[src/rtl/call_register.sv]
`timescale 1ns/1ps
// call_register
//   Turns raw detector / pushbutton inputs of a 12-channel intersection into
//   clean call requests for the light controller. Each input is synchronized
//   (2 flops) and then debounced. A channel's call is cleared while that
//   channel shows green/walk. Locking channels keep their call until they are
//   served. The block also tracks per-channel wait time, flags starvation,
//   and reports the oldest pending call.
//
// Ports
//   CLK          in   1   rising-edge clock
//   rst          in   1   asynchronous, active-low reset
//   raw_det      in  12   unsynchronized inputs: [3:0] through W,E,N,S;
//                         [7:4] left-turn W,E,N,S; [11:8] pedestrian W,E,N,S
//   lights       in  24   channel i code at [2i+1:2i]; 2'b10 = green/walk.
//                         Assumed synchronous to CLK.
//   call         out 12   registered per-channel request
//   starve       out 12   registered: call pending >= MAX_WAIT cycles
//   oldest_idx   out  4   registered index of the pending call that has waited longest
//   oldest_valid out  1   registered: any call pending
module call_register #(
  parameter int unsigned DEB_CYCLES = 4,      // 1..15
  parameter int unsigned MAX_WAIT   = 200,    // 1..255
  parameter logic [11:0] LOCK_MASK  = 12'hF00
) (
  input  logic        CLK,
  input  logic        rst,
  input  logic [11:0] raw_det,
  input  logic [23:0] lights,
  output logic [11:0] call,
  output logic [11:0] starve,
  output logic [3:0]  oldest_idx,
  output logic        oldest_valid
);

  localparam logic [3:0] DEB_LAST = 4'(DEB_CYCLES - 1);
  localparam logic [7:0] WAIT_TH  = 8'(MAX_WAIT);

  logic [11:0]      r_s1;
  logic [11:0]      r_s2;
  logic [11:0]      r_deb;
  logic [11:0][3:0] r_deb_cnt;
  logic [11:0][7:0] r_wait;
  logic [11:0]      r_call;
  logic [11:0]      r_starve;
  logic [3:0]       r_oldest_idx;
  logic             r_oldest_valid;

  logic [11:0]      w_served;
  logic [11:0]      w_call_next;
  logic [11:0]      w_starve_next;
  logic [3:0]       w_best_idx;
  logic [7:0]       w_best_wait;
  logic             w_found;

  always_comb begin
    w_served      = '0;
    w_call_next   = '0;
    w_starve_next = '0;
    for (int i = 0; i < 12; i++) begin
      w_served[i] = (lights[2*i +: 2] == 2'b10);
      // Serving always wins over a new request on the same edge.
      if (w_served[i])
        w_call_next[i] = 1'b0;
      else if (LOCK_MASK[i])
        w_call_next[i] = r_call[i] | r_deb[i];
      else
        w_call_next[i] = r_deb[i];
      // Uses the next call value so starve drops on the same edge as call.
      w_starve_next[i] = (r_wait[i] >= WAIT_TH) & w_call_next[i];
    end
  end

  // Longest-waiting pending call; strict '>' keeps the lowest index on ties.
  always_comb begin
    w_best_idx  = '0;
    w_best_wait = '0;
    w_found     = 1'b0;
    for (int i = 0; i < 12; i++) begin
      if (r_call[i] && (!w_found || (r_wait[i] > w_best_wait))) begin
        w_found     = 1'b1;
        w_best_idx  = 4'(i);
        w_best_wait = r_wait[i];
      end
    end
  end

  always_ff @(posedge CLK or negedge rst) begin
    if (!rst) begin
      r_s1           <= '0;
      r_s2           <= '0;
      r_deb          <= '0;
      r_deb_cnt      <= '0;
      r_wait         <= '0;
      r_call         <= '0;
      r_starve       <= '0;
      r_oldest_idx   <= '0;
      r_oldest_valid <= 1'b0;
    end else begin
      r_s1 <= raw_det;
      r_s2 <= r_s1;
      for (int i = 0; i < 12; i++) begin
        // deb flips only after s2 disagrees for DEB_CYCLES consecutive edges.
        if (r_s2[i] != r_deb[i]) begin
          if (r_deb_cnt[i] == DEB_LAST) begin
            r_deb[i]     <= ~r_deb[i];
            r_deb_cnt[i] <= '0;
          end else begin
            r_deb_cnt[i] <= r_deb_cnt[i] + 4'd1;
          end
        end else begin
          r_deb_cnt[i] <= '0;
        end
        // Wait counter saturates at 255.
        if (!r_call[i])
          r_wait[i] <= '0;
        else if (r_wait[i] != 8'hFF)
          r_wait[i] <= r_wait[i] + 8'd1;
      end
      r_call         <= w_call_next;
      r_starve       <= w_starve_next;
      r_oldest_idx   <= w_best_idx;
      r_oldest_valid <= w_found;
    end
  end

  assign call         = r_call;
  assign starve       = r_starve;
  assign oldest_idx   = r_oldest_idx;
  assign oldest_valid = r_oldest_valid;

endmodule
[config.mk]
export PLATFORM = sky130hd
export DESIGN_NAME = call_register
export DESIGN_NICKNAME = d
export VERILOG_FILES = /design/src/rtl/call_register.sv
export SDC_FILE = /design/constraint.sdc
export NUM_CORES = 1
export LEC_CHECK = 0
export ABC_AREA = 1
export CORE_AREA = 2 2 161 147
export DETAILED_ROUTE_END_ITERATION = 16
export DIE_AREA = 0 0 163 149
export GPL_ROUTABILITY_DRIVEN = 0
export HOLD_SLACK_MARGIN = 0.12
export MAX_ROUTING_LAYER = met4
export PLACE_DENSITY = 0.76
export SLEW_MARGIN = 20
export SYNTH_ARGS = -nofsm -noshare
export SYNTH_HDL_FRONTEND = slang
export SYNTH_SLANG_ARGS = --single-unit
export TNS_END_PERCENT = 20
[constraint.sdc]
create_clock -name CLK -period 15.4 [get_ports CLK]
set_input_delay 4.62 -clock CLK [delete_from_list [all_inputs] [get_ports CLK]]
set_output_delay 4.62 -clock CLK [all_outputs]
set_load 0.02 [all_outputs]
==> flow_summary.json <==
{
  "synth-seq-cells": 209,
  "clock_skew_ns": 0.0140,
  "initial_core_util": 0.537,
  "synthesis.nets": 1660,
  "syn-instance-count": 1502,
  "critPathTopFamily": "simple AND/OR/NAND/NOR gates",
  "io_pins": 67,
  "async_flop_share": 1.00,
  "yosys.area.top_type": "dfrtp_1",
  "path_depth": 120,
  "synthXorXnorAreaFrac": 0.0335,
  "dieArea_um2": 24300,
  "arrival_ns": 14.91,
  "yosys-top-cells-area": "dfrtp_1 (43%), ha_1 (12%), nand2_1 (8.6%)",
  "synth_warnings": 0,
  "status": "complete, no violations",
  "rr_worst_depth": 120,
  "drt_iter0_markers": 714,
  "grt_max_degree": 78,
  "synth_top_area_frac": 0.426,
  "clkLatencyLatePin_ns": 0.53,
  "cp.required_ns": 15.77,
  "powerDensity_nw_per_um2": 212,
  "worstSetupPathType": "reg -> reg",
  "finalCriticalPeriod_ns": 14.53,
  "maxCapViolations": 0,
  "ir_worst_vdd_mv": 0.108,
  "cts_tree": "built",
  "die_width_um": 163,
  "syn2layout_area_growth_pct": 15.8,
  "drtPass1Iterations": 5,
  "syn-cell-area_um2": 12300,
  "finalPower_mw": 3.02,
  "rows": 53,
  "hpwl_um": 19100,
  "syn_area_per_cell_um2": 8.18,
  "hold_class": "reg -> reg",
  "grt_util_all_layers": 0.224,
  "path_max_fanout": 18,
  "ys_seq_area_frac": 0.426,
  "ys.flop_type": "dfrtp_1",
  "grt-ovfl-total": 0,
  "htreeDepth": 1,
  "setup_violations": 0,
  "diodes": 0,
  "die_h_um": 149,
  "p_leak_nw": 6.91,
  "clock_tree.root_cell": "clkbuf_16",
  "synth_cell_type_count": 42,
  "tightest_slew_ns": 0.980,
  "numCtsBuffers": 24,
  "endpoint_kind": "register",
  "synth_top_family_by_area": "simple AND/OR/NAND/NOR gates",
  "cts_max_path_buffers": 3,
  "n_fill_cell": 1928,
  "clkSinkCount": 209,
  "nets": 1745,
  "rsz0062_at_grt": "yes",
  "setup_tns_ns": 0,
  "vias_per_cell": 5.35,
  "synth-simple-area-share": 0.220,
  "synthMuxAreaShare": 0.0110,
  "crit_buf_inv": 9,
  "hold_viol": 0,
  "detail-route-antenna-nets": 0,
  "fin_util": 0.622,
  "synth_adder_area_share": 0.122,
  "cpPeakStageDelay_ns": 0.45,
  "drive_gt1_frac": 0.0711,
  "grt_pass1_vias": 9504,
  "grt_antenna_before_repair": 0,
  "cp_slowest_cell": "dfrtp_2",
  "grt_pass1_wl_um": 43900,
  "avgRoutedWirePerCell_um": 13.8,
  "synth-edff-count": 0,
  "relSlewSlack": 0.347,
  "wl_um": 26300,
  "clk_pin_slew_ns": 0.06,
  "synth.most_common_cell": "nand2_1",
  "io_buffers": 66,
  "coreArea_um2": 22900,
  "min_path_cells": 0,
  "max_clock_freq_mhz": 68.8,
  "cpMostUsedCell": "nand2_1",
  "fin_crit_sh": 0.944,
  "synth_compound_area_frac": 0.117,
  "start_kind": "register",
  "drc": 0,
  "hold_buffers": 0,
  "synthTopCellsByCount": "nand2_1 (282), dfrtp_1 (209), inv_1 (200)",
  "slew_violations": 0,
  "num_vias": 10200
}
==> cells in the final DEF (no fill, tap or decap), types with 5 or more instances in the layout <==
cell,n
o21a_1,6
nand2_2,11
xnor2_1,27
nand3_1,94
nand2_1,279
o31ai_1,5
nor4_1,7
and2_1,9
ha_1,120
nor3_1,23
o21ai_0,101
nor2_1,164
xor2_1,20
inv_2,9
dfrtp_1,208
mux2_2,12
a211oi_1,13
clkdlybuf4s50_1,65
inv_1,200
a21oi_1,53
clkinv_2,7
a31oi_1,13
buf_4,10
nand2_4,11
clkbuf_16,24
o21ai_1,34
nand4_1,22
==> power by group <==
group          leakage (nW)  internal, mW  switching (mW)
combinational          3.77         0.655            1.02
sequential             2.76         0.650           0.125
clock                 0.386         0.335           0.230
==> per-layer routing <==
layer	GRT usage	vias to the layer above	part of all wire	routed length, um
met5	-	-	0	0
met4	0.0540	0	0.022	566
met3	0.0292	47	0.054	1420
met2	0.367	269	0.47	12400
met1	0.298	4748	0.45	11900
li1	-	5137	-	-
==> stage by stage <==
stage                     hold WS, ns  cell area, um^2  cells  setup slack, ns
after floorplan                 0.331            12300   1502            0.401
after detailed placement        0.335            13300   1853          -0.0446
after global placement          0.332            13300   1853            0.232
final                           0.347            14200   1906            0.868
after global routing            0.351            14200   1906           -0.492
after CTS                       0.347            14100   1896           0.0421
==> cell families (layout without fill, tap and decap cells) <==
| family | after synthesis | in the layout |
|---|---|---|
| compound gates | 254 | 254 |
| xor+xnor | 47 | 47 |
| fa+ha+maj | 120 | 120 |
| buf+inv | 230 | 330 |
| flops | 209 | 209 |
| mux | 12 | 12 |
| simple gates | 630 | 632 |
==> timing repair <==
item / 4_1_cts / 5_1_grt
gates resized for setup: 1 / 46
cloned: 0 / 2
setup buffers: 0 / 8
setup endpoints to repair: 3 / 4
pin swaps: 0 / 6
==> final timing paths <==
check / from / slack (ns) / to
hold / removal: r_s1[2]$_DFF_PN0_ / 0.35 / r_s2[2]$_DFF_PN0_
min in group asynchronous: rst / 4.04 / r_deb_cnt[30]$_DFF_PN0_
setup reg to reg: call[0]$_DFF_PN0_ / 0.87 / oldest_idx[2]$_DFF_PN0_
setup / recovery: call[0]$_DFF_PN0_ / 0.87 / oldest_idx[2]$_DFF_PN0_
hold reg to reg: r_s1[2]$_DFF_PN0_ / 0.35 / r_s2[2]$_DFF_PN0_
max in group asynchronous: rst / 9.23 / r_wait[34]$_DFFE_PN0P_
==> sequential cells by signal (all words and copies together) (netlist names) <==
| name | cells |
|---|---|
| r_wait | 96 |
| r_deb_cnt | 48 |
| call | 12 |
| r_deb | 12 |
| r_s1 | 12 |
| r_s2 | 12 |
| starve | 12 |
| oldest_idx | 4 |
| oldest_valid | 1 |
==> cell type report <==
cell class	instances	area, um^2	share of cell area
multi-input combinational	1065	6290	0.442
sequential	209	5230	0.368
inverter	210	791	0.0556
timing repair buffer	77	746	0.0524
clock buffer	28	646	0.0454
tap	302	378	0.0265
clock inverter	15	150	0.0105
No activity file was read; power rests on OpenSTA's default activity.
==> RTL edit, RTL diff (same flow settings) <==
Reset style: synchronous (`rst`), changed in one clocked block. Comments in the files are not updated.
--- a/src/rtl/call_register.sv
+++ b/src/rtl/call_register.sv
@@ -85,7 +85,7 @@
     end
   end
 
-  always_ff @(posedge CLK or negedge rst) begin
+  always_ff @(posedge CLK) begin
     if (!rst) begin
       r_s1           <= '0;
       r_s2           <= '0;
Function: differs if rst is asserted again (counterexample within 10 cycles, from zero or initial values and one cycle with rst low); with rst held inactive, the same outputs for 10 cycles.
==> RTL edit against the unedited design <==
  * Routed wire length decreased by 3.7%
  * Area after synthesis decreased by 5.1%
  * Sequential cell count unchanged
  * Worst setup slack improved by 370 ps
  * Clock skew decreased by 5.4 ps
  * Final area decreased by 4.2%
Power is not compared: it rests on default switching activity, and its combinational part moved more than twofold at a synthesized area within 25%.
==> RTL edit: results (changes against the unedited design) <==
[status]
status = finished, final reports clean  ; unchanged

[sta]
fin_hold_ws_ps = 413  ; was 347 ps
fin_skew_ps = 8.61  ; was 14.0 ps

[clocking]
cts_inserted_buffers = 22  ; was 24

[worst_hold_path]
hp-start = r_s1[8]$_SDFF_PN0_  ; was r_s1[2]$_DFF_PN0_
hold_path_end = r_s2[8]$_SDFF_PN0_  ; was r_s2[2]$_DFF_PN0_

[logic_synthesis]
syn_nets = 1753  ; was 1660
syn_area_per_cell_um2 = 7.31  ; was 8.18 um2
synthMuxAreaShare_pct = 0  ; was 1.10%
synthTopCellsByCount = nand2_1, inv_1, dfxtp_1  ; was nand2_1, dfrtp_1, inv_1
synth_compound_area_share_pct = 13.4  ; was 11.7%
synth_cell_types = 38  ; was 42

[grt]
grt_max_degree = 75  ; was 78
track_usage_pct = 21.0  ; was 22.4%
grt_pass1_wl_mm = 41.6  ; was 43.9 mm
grt_pass1_vias = 9220  ; was 9504

[detailed_routing]
dr.first_iter.drc_count = 610  ; was 714
num_vias = 10300  ; was 10200
dr.pass1.iters = 6  ; was 5

[cells_and_area]
drive_above_1_share_pct = 7.48  ; was 7.11%
utilization_pct = 59.6  ; was 62.2%
num-fill-cells = 2052  ; was 1928
final_cells = 2000  ; was 1906

[placement]
place_area_um2 = 12600  ; was 13300 um2
dp_cells = 1944  ; was 1853
dp_hpwl_mm = 18.5  ; was 19.1 mm

[worst_setup_path]
cp_slowest_cell = dfxtp_4  ; was dfrtp_2
worst_r2r_path_depth = 108  ; was 120

## RTL edit: cell count changes in the layout (fill, tap and decap cells not counted), sizes merged, moves of 10 or more
| cell | change |
|---|---|
| nand3 | +10 |
| xnor2 | -15 |
| or2 | +22 |
| nor2 | -19 |
| dfrtp | -209 |
| xor2 | +18 |
| nor3 | +21 |
| a21oi | +43 |
| mux2 | -12 |
| dfxtp | +209 |
| inv | +41 |
## RTL edit: what timing repair did
item                                    4_1_cts  5_1_grt
endpoints found under the setup margin        0        4
hold buffers                                  0        0
gates resized for setup                       0       49
hold endpoints to repair                      0        0
setup buffers                                 0       13
## RTL edit: cell families after synthesis
kind of cell	count (synthesis)
AND/OR/NAND/NOR	658
AO/OA/AOI/OAI	286
buffers and inverters	272
flip-flops	209
adder cells (fa/ha/maj)	120
XOR/XNOR	50
## RTL edit: layer usage
| layer | share of wire [%] | up-vias | global-route usage (%) |
|---|---|---|---|
| li1 | - | 5419 | - |
| met1 | 47 | 4614 | 27.4 |
| met2 | 45 | 241 | 34.1 |
| met3 | 5.8 | 48 | 3.20 |
| met4 | 2.4 | 0 | 5.58 |
| met5 | 0 | - | - |
## RTL edit: power breakdown
part	total (mW)	internal, mW	switching (mW)
sequential	0.546	0.544	0.00204
clock	0.555	0.335	0.220
combinational	0.0206	0.0113	0.00929
total	1.12	0.890	0.232
## RTL edit: area by class of cell
class                   count  area share, %
clock buffers              30           4.55
inverters                 252           6.93
repair buffers             80           5.60
clock inverters             8           1.07
multi-input cells        1119           48.3
well taps                 302           2.77
flip-flops and latches    209           30.7
## RTL edit: tightest hold or removal path: cells and delay by family, from the launching register on
family,cells,cell delay (ps)
DFF,1,300
and+or+nand+nor,1,50
buffers and inverters,1,40
